## src/rtl/riio_pwr_seq_ctrl.sv

```systemverilog
// riio_pwr_seq_ctrl: ordered power-up / reverse power-down of N_CH IO-ring
// supply and body-bias domains, with settle delay, power-good timeout and fault.
// Ports:
//   clk, rst (sync, active-high)
//   req_on_i          level request (1 = on, 0 = off)
//   pg_i[N_CH]        per-domain power-good (already synchronised)
//   dly_i[CNT_W]      settle cycles per step (0 treated as 1)
//   en_o[N_CH]        per-domain enable (registered)
//   ready_o, busy_o   sequencer status
//   fault_o, fault_ch_o  sticky fault and faulting domain index
module riio_pwr_seq_ctrl #(
    parameter int N_CH   = 4,
    parameter int CNT_W  = 16,
    parameter int TO_CYC = 4096,
    parameter int CH_W   = (N_CH > 1) ? $clog2(N_CH) : 1
) (
    input  logic              clk,
    input  logic              rst,
    input  logic              req_on_i,
    input  logic [N_CH-1:0]   pg_i,
    input  logic [CNT_W-1:0]  dly_i,
    output logic [N_CH-1:0]   en_o,
    output logic              ready_o,
    output logic              busy_o,
    output logic              fault_o,
    output logic [CH_W-1:0]   fault_ch_o
);

    localparam int TW = (TO_CYC > 1) ? $clog2(TO_CYC) : 1;
    localparam logic [CH_W-1:0] LAST = CH_W'(N_CH - 1);
    localparam logic [TW-1:0] TO_LAST = TW'(TO_CYC - 1);

    typedef enum logic [2:0] {
        S_IDLE, S_UP, S_WAIT_PG, S_ON, S_DOWN, S_FAULT
    } state_t;

    state_t            state_q, state_d;
    logic [CH_W-1:0]   idx_q, idx_d;
    logic [CNT_W-1:0]  cnt_q, cnt_d;
    logic [CNT_W-1:0]  d_q, d_d;
    logic [TW-1:0]     tcnt_q, tcnt_d;
    logic [N_CH-1:0]   en_q, en_d;
    logic              fault_q, fault_d;
    logic [CH_W-1:0]   fch_q, fch_d;
    logic              ready_q, busy_q;

    logic [CNT_W-1:0]  d_eff;
    logic [CH_W-1:0]   low_idx;
    logic [CH_W-1:0]   idx_inc, idx_dec;

    assign d_eff   = (dly_i == '0) ? CNT_W'(1) : dly_i;
    assign idx_inc = idx_q + CH_W'(1);
    assign idx_dec = idx_q - CH_W'(1);

    // Lowest-numbered domain whose power-good is low.
    always_comb begin
        low_idx = '0;
        for (int i = N_CH - 1; i >= 0; i--) begin
            if (!pg_i[i]) low_idx = CH_W'(i);
        end
    end

    always_ff @(posedge clk) begin
        if (rst) begin
            state_q <= S_IDLE;
            idx_q   <= '0;
            cnt_q   <= '0;
            d_q     <= CNT_W'(1);
            tcnt_q  <= '0;
            en_q    <= '0;
            fault_q <= 1'b0;
            fch_q   <= '0;
            ready_q <= 1'b0;
            busy_q  <= 1'b0;
        end else begin
            state_q <= state_d;
            idx_q   <= idx_d;
            cnt_q   <= cnt_d;
            d_q     <= d_d;
            tcnt_q  <= tcnt_d;
            en_q    <= en_d;
            fault_q <= fault_d;
            fch_q   <= fch_d;
            ready_q <= (state_d == S_ON);
            busy_q  <= (state_d == S_UP) || (state_d == S_WAIT_PG) ||
                       (state_d == S_DOWN);
        end
    end

    always_comb begin
        state_d = state_q;
        idx_d   = idx_q;
        cnt_d   = cnt_q;
        d_d     = d_q;
        tcnt_d  = tcnt_q;
        en_d    = en_q;
        fault_d = fault_q;
        fch_d   = fch_q;
        unique case (state_q)
            S_IDLE: begin
                if (req_on_i) begin
                    d_d     = d_eff;
                    idx_d   = '0;
                    cnt_d   = CNT_W'(1);
                    en_d[0] = 1'b1;
                    state_d = S_UP;
                end
            end
            S_UP: begin
                if (!req_on_i) begin
                    // Abort: unwind from the domain just enabled.
                    en_d[idx_q] = 1'b0;
                    cnt_d       = CNT_W'(1);
                    state_d     = S_DOWN;
                end else if (cnt_q >= d_q) begin
                    tcnt_d  = '0;
                    state_d = S_WAIT_PG;
                end else begin
                    cnt_d = cnt_q + CNT_W'(1);
                end
            end
            S_WAIT_PG: begin
                if (!req_on_i) begin
                    en_d[idx_q] = 1'b0;
                    cnt_d       = CNT_W'(1);
                    state_d     = S_DOWN;
                end else if (pg_i[idx_q]) begin
                    if (idx_q == LAST) begin
                        state_d = S_ON;
                    end else begin
                        idx_d         = idx_inc;
                        en_d[idx_inc] = 1'b1;
                        cnt_d         = CNT_W'(1);
                        state_d       = S_UP;
                    end
                end else if (tcnt_q == TO_LAST) begin
                    en_d    = '0;
                    fault_d = 1'b1;
                    fch_d   = idx_q;
                    state_d = S_FAULT;
                end else begin
                    tcnt_d = tcnt_q + TW'(1);
                end
            end
            S_ON: begin
                // A lost power-good outranks a simultaneous off request.
                if (!(&pg_i)) begin
                    en_d    = '0;
                    fault_d = 1'b1;
                    fch_d   = low_idx;
                    state_d = S_FAULT;
                end else if (!req_on_i) begin
                    d_d        = d_eff;
                    idx_d      = LAST;
                    en_d[LAST] = 1'b0;
                    cnt_d      = CNT_W'(1);
                    state_d    = S_DOWN;
                end
            end
            S_DOWN: begin
                if (cnt_q >= d_q) begin
                    if (idx_q == '0) begin
                        state_d = S_IDLE;
                    end else begin
                        idx_d         = idx_dec;
                        en_d[idx_dec] = 1'b0;
                        cnt_d         = CNT_W'(1);
                    end
                end else begin
                    cnt_d = cnt_q + CNT_W'(1);
                end
            end
            S_FAULT: begin
                if (!req_on_i) begin
                    fault_d = 1'b0;
                    fch_d   = '0;
                    state_d = S_IDLE;
                end
            end
            default: begin
                en_d    = '0;
                state_d = S_IDLE;
            end
        endcase
    end

    assign en_o       = en_q;
    assign ready_o    = ready_q;
    assign busy_o     = busy_q;
    assign fault_o    = fault_q;
    assign fault_ch_o = fch_q;

endmodule

```

## config.mk

```make
export PLATFORM = sky130hd
export DESIGN_NAME = riio_pwr_seq_ctrl
export DESIGN_NICKNAME = d
export VERILOG_FILES = /design/src/rtl/riio_pwr_seq_ctrl.sv
export SDC_FILE = /design/constraint.sdc
export NUM_CORES = 1
export LEC_CHECK = 0
export ABC_AREA = 1
export CORE_UTILIZATION = 60
export CTS_CLUSTER_SIZE = 20
export DETAILED_ROUTE_END_ITERATION = 6
export DONT_BUFFER_PORTS = 1
export PLACE_DENSITY = 0.76
export SLEW_MARGIN = 5
export SYNTH_ARGS = -nofsm -noshare
export SYNTH_HDL_FRONTEND = slang
export SYNTH_SLANG_ARGS = --single-unit
```

## constraint.sdc

```tcl
create_clock -name clk -period 4.85 [get_ports clk]
set_input_delay 0.485 -clock clk [delete_from_list [all_inputs] [get_ports clk]]
set_output_delay 0.485 -clock clk [all_outputs]
set_load 0.05 [all_outputs]
```

==> impl_metrics.py <==
metrics = {
    "power_and_ir_drop": {
        "powerDensity_mw_per_mm2": 326,
        "sequentialPowerShare": 0.418,
        "p_clk_frac": 0.354,
        "leakagePower_nw": 1.95,
        "p_comb_frac": 0.228,
        "switchingPower_mw": 0.493,
        "switching_share": 0.353,
        "vdd_drop_max_uv": 247,
        "p_int_mw": 0.902,
    },
    "critical_path": {
        "cp_max_fo": 13,
        "timing.rr.end": "cnt_q[6]",
        "critical_path_class": "reg2reg",
        "rrSetupSlack_ps": 2050,
        "cp.required_ps": 5100,
        "path_cells": "ha_1 -> nand2_1 -> nand2_1 -> nand2_1 -> a21oi_1 -> nor2_1 -> nand2_1 -> nand2_1 -> nand2_2 -> inv_2 -> nand2_1 -> nand2_1 -> nor2_1",
        "crit_arrival_ps": 3040,
        "end_kind": "flop",
        "critPathMaxStageDelay_ps": 550,
        "worst_path_most_repeated_cell": "nand2_1",
        "critical-path-top-delay-family": "simple AND/OR/NAND/NOR gates",
        "r2r_start": "cnt_q[9]",
        "r2r_cells": 13,
        "cp_slowest_cell": "nor2_1",
        "crit_path_start_kind": "flop",
        "cp_num_buf_inv": 1,
        "crit_cells": 13,
    },
    "global_route": {
        "first_global_vias": 3840,
        "use_met2": 0.516,
        "grtUsageMet1": 0.352,
        "gr-total-overflow": 0,
        "antenna_found_initial": 0,
        "grt_pass1_wl_um": 16800,
        "grt_max_degree": 36,
        "grtUsageTotal": 0.294,
        "busiest_layer": "met2",
        "grt_util_met3": 0.0521,
    },
    "detailed_routing": {
        "drc_errors": 0,
        "routedWlPerCell_um": 13.2,
        "via_per_inst": 5.55,
        "drt_wl_total_um": 9830,
        "drt_iter0_drc": 187,
        "first_pass_iters": 5,
        "drtAntennaViolNets": 0,
        "vias": 4135,
    },
    "logic_synthesis": {
        "synth_area_sq_mm": 0.00408,
        "synth-edff-count": 0,
        "syn_avg_cell_area_sq_um": 6.06,
        "yosysMostFrequentCell": "nand2_1",
        "synthArstFlopShare": 0,
        "postSynthNetCount": 718,
        "ys_seq_area_frac": 0.285,
        "synth_top_cell_by_area": "dfxtp_1",
        "ys_ff_latch": 58,
        "synth_area_leaders": "dfxtp_1 (28%), nand2_1 (19%), nor2_1 (7.7%), nand3_1 (7.4%), inv_1 (7.1%)",
        "ys.flop_type": "dfxtp_1",
        "synth_common_cells": "nand2_1 (202), nor2_1 (84), inv_1 (77)",
        "synth_top_area_frac": 0.285,
        "syn_inst": 673,
        "synth_warnings": 0,
        "ys_types": 31,
    },
    "timing": {
        "maxSlewViolCount": 0,
        "setup_viol": 0,
        "period_minus_slack_ps": 2800,
        "tightest_slew_ps": 731,
        "setup_slack_ps": 2050,
        "period_share": 0.577,
        "timing.fmax_ghz": 0.357,
        "relSlewSlack": 0.512,
        "fin_setup_tns_ps": 0,
        "hold_viol": 0,
        "rsz0062_at_grt": "no",
        "finClkSkew_ps": 9.50,
    },
    "die": {
        "core_sq_mm": 0.00646,
        "start_util": 0.631,
        "die_y_um": 84.4,
        "die_area_sq_mm": 0.00713,
        "ioPinCount": 32,
        "rows": 29,
        "die_w_um": 84.4,
    },
    "placement": {
        "dp_slack_ps": 2100,
        "io_buffers": 0,
        "place_congestion": 1.02,
        "dp.cells": 729,
        "dp_hpwl_um": 7320,
    },
    "clocking": {
        "clk-insertion-delay-late_ps": 350,
        "hold_buffers": 0,
        "cts_setup_buffers": 0,
        "clockBufferDepth": 2,
        "clock-root-buffer": "clkbuf_8",
        "cts_tree": "built",
        "numCtsBuffers": 9,
        "ctsResizeCount": 0,
        "path_clk_slew_ps": 70,
        "htreeDepth": 3,
        "cts.sinks": 58,
    },
    "run": {
        "cap_violations": 0,
    },
    "layout": {
        "drive_above_1_share": 0.0629,
        "area_delta_synth_final_pct": 4.94,
        "fillCellCount": 614,
        "finalNetCount": 708,
        "num_antenna_cells": 0,
        "final_cells": 745,
    },
    "worst_hold_path": {
        "hold_path_class": "in2reg",
        "hold_path.startpoint": "rst",
        "hold_path_depth": 1,
        "min_delay_worst_endpoint": "tcnt_q[4]",
    },
    "run_status": {
        "outcome": "complete, no violations",
    },
}
## state kept, by name, indices dropped and copies added (netlist names)
name        cells
d_q            16
ready_o         1
idx_q           2
en_o            4
cnt_q          16
fault_ch_o      2
tcnt_q         12
fault_o         1
state_q         3
busy_o          1
## metal layers
| layer | vias to the layer above | part of all wire |
|---|---|---|
| li1 | 2139 | - |
| met1 | 1850 | 0.44 |
| met2 | 127 | 0.49 |
| met3 | 19 | 0.055 |
| met4 | 0 | 0.020 |
| met5 | - | 0 |
## power groups by stage
stage	clock, mW	sequential, mW	combinational [mW]
after floorplan	0	0.585	0.269
after global placement	0	0.593	0.306
after detailed placement	0	0.594	0.313
after CTS	0.500	0.583	0.315
after global routing	0.519	0.588	0.368
final	0.493	0.583	0.318
## worst max-delay path by stage
stage / start / to
6_report: cnt_q[9] / cnt_q[6]
5_1_grt: cnt_q[9] / cnt_q[10]
4_1_cts: cnt_q[9] / cnt_q[6]
3_5_place_dp: cnt_q[9] / cnt_q[6]
3_3_place_gp: cnt_q[11] / cnt_q[6]
2_1_floorplan: cnt_q[7] / tcnt_q[2]
## kinds of logic after synthesis
logic type	count (synthesis)	share of synthesized area
simple gates	396	0.415
flops	58	0.285
xor+xnor	11	0.0236
fa+ha+maj	22	0.0675
compound gates	76	0.102
buf+inv	110	0.108
## layout make-up
cell class | instances | area, sq um | area share
clock buffers | 11 | 131 | 0.0307
clock inverters | 5 | 78.8 | 0.0184
inverters | 89 | 334 | 0.0781
multi-input cells | 505 | 2480 | 0.579
flip-flops and latches | 58 | 1160 | 0.271
well taps | 77 | 96.3 | 0.0225
## stage by stage
stage	area [sq um]	power (mW)	hold slack [ps]	util
final	4280	1.39	199	0.663
after global routing	4280	1.47	180	0.663
after CTS	4280	1.40	187	0.663
after detailed placement	4070	0.907	450	0.630
after global placement	4070	0.899	447	0.630
after floorplan	4080	0.854	434	-
## cell usage in the layout, fill, tap and decap left out, types with 4 or more instances in the layout
cell type	instances
nand2_1	202
clkbuf_8	9
nor2_1	84
nand2_2	4
dfxtp_1	58
nor3_1	6
nor4_1	4
o21ai_0	15
nand4_1	27
inv_2	12
a21oi_1	46
nand3_1	60
xor2_1	8
nor2_2	7
ha_1	22
inv_1	77
Power figures use the tool's default switching activity.
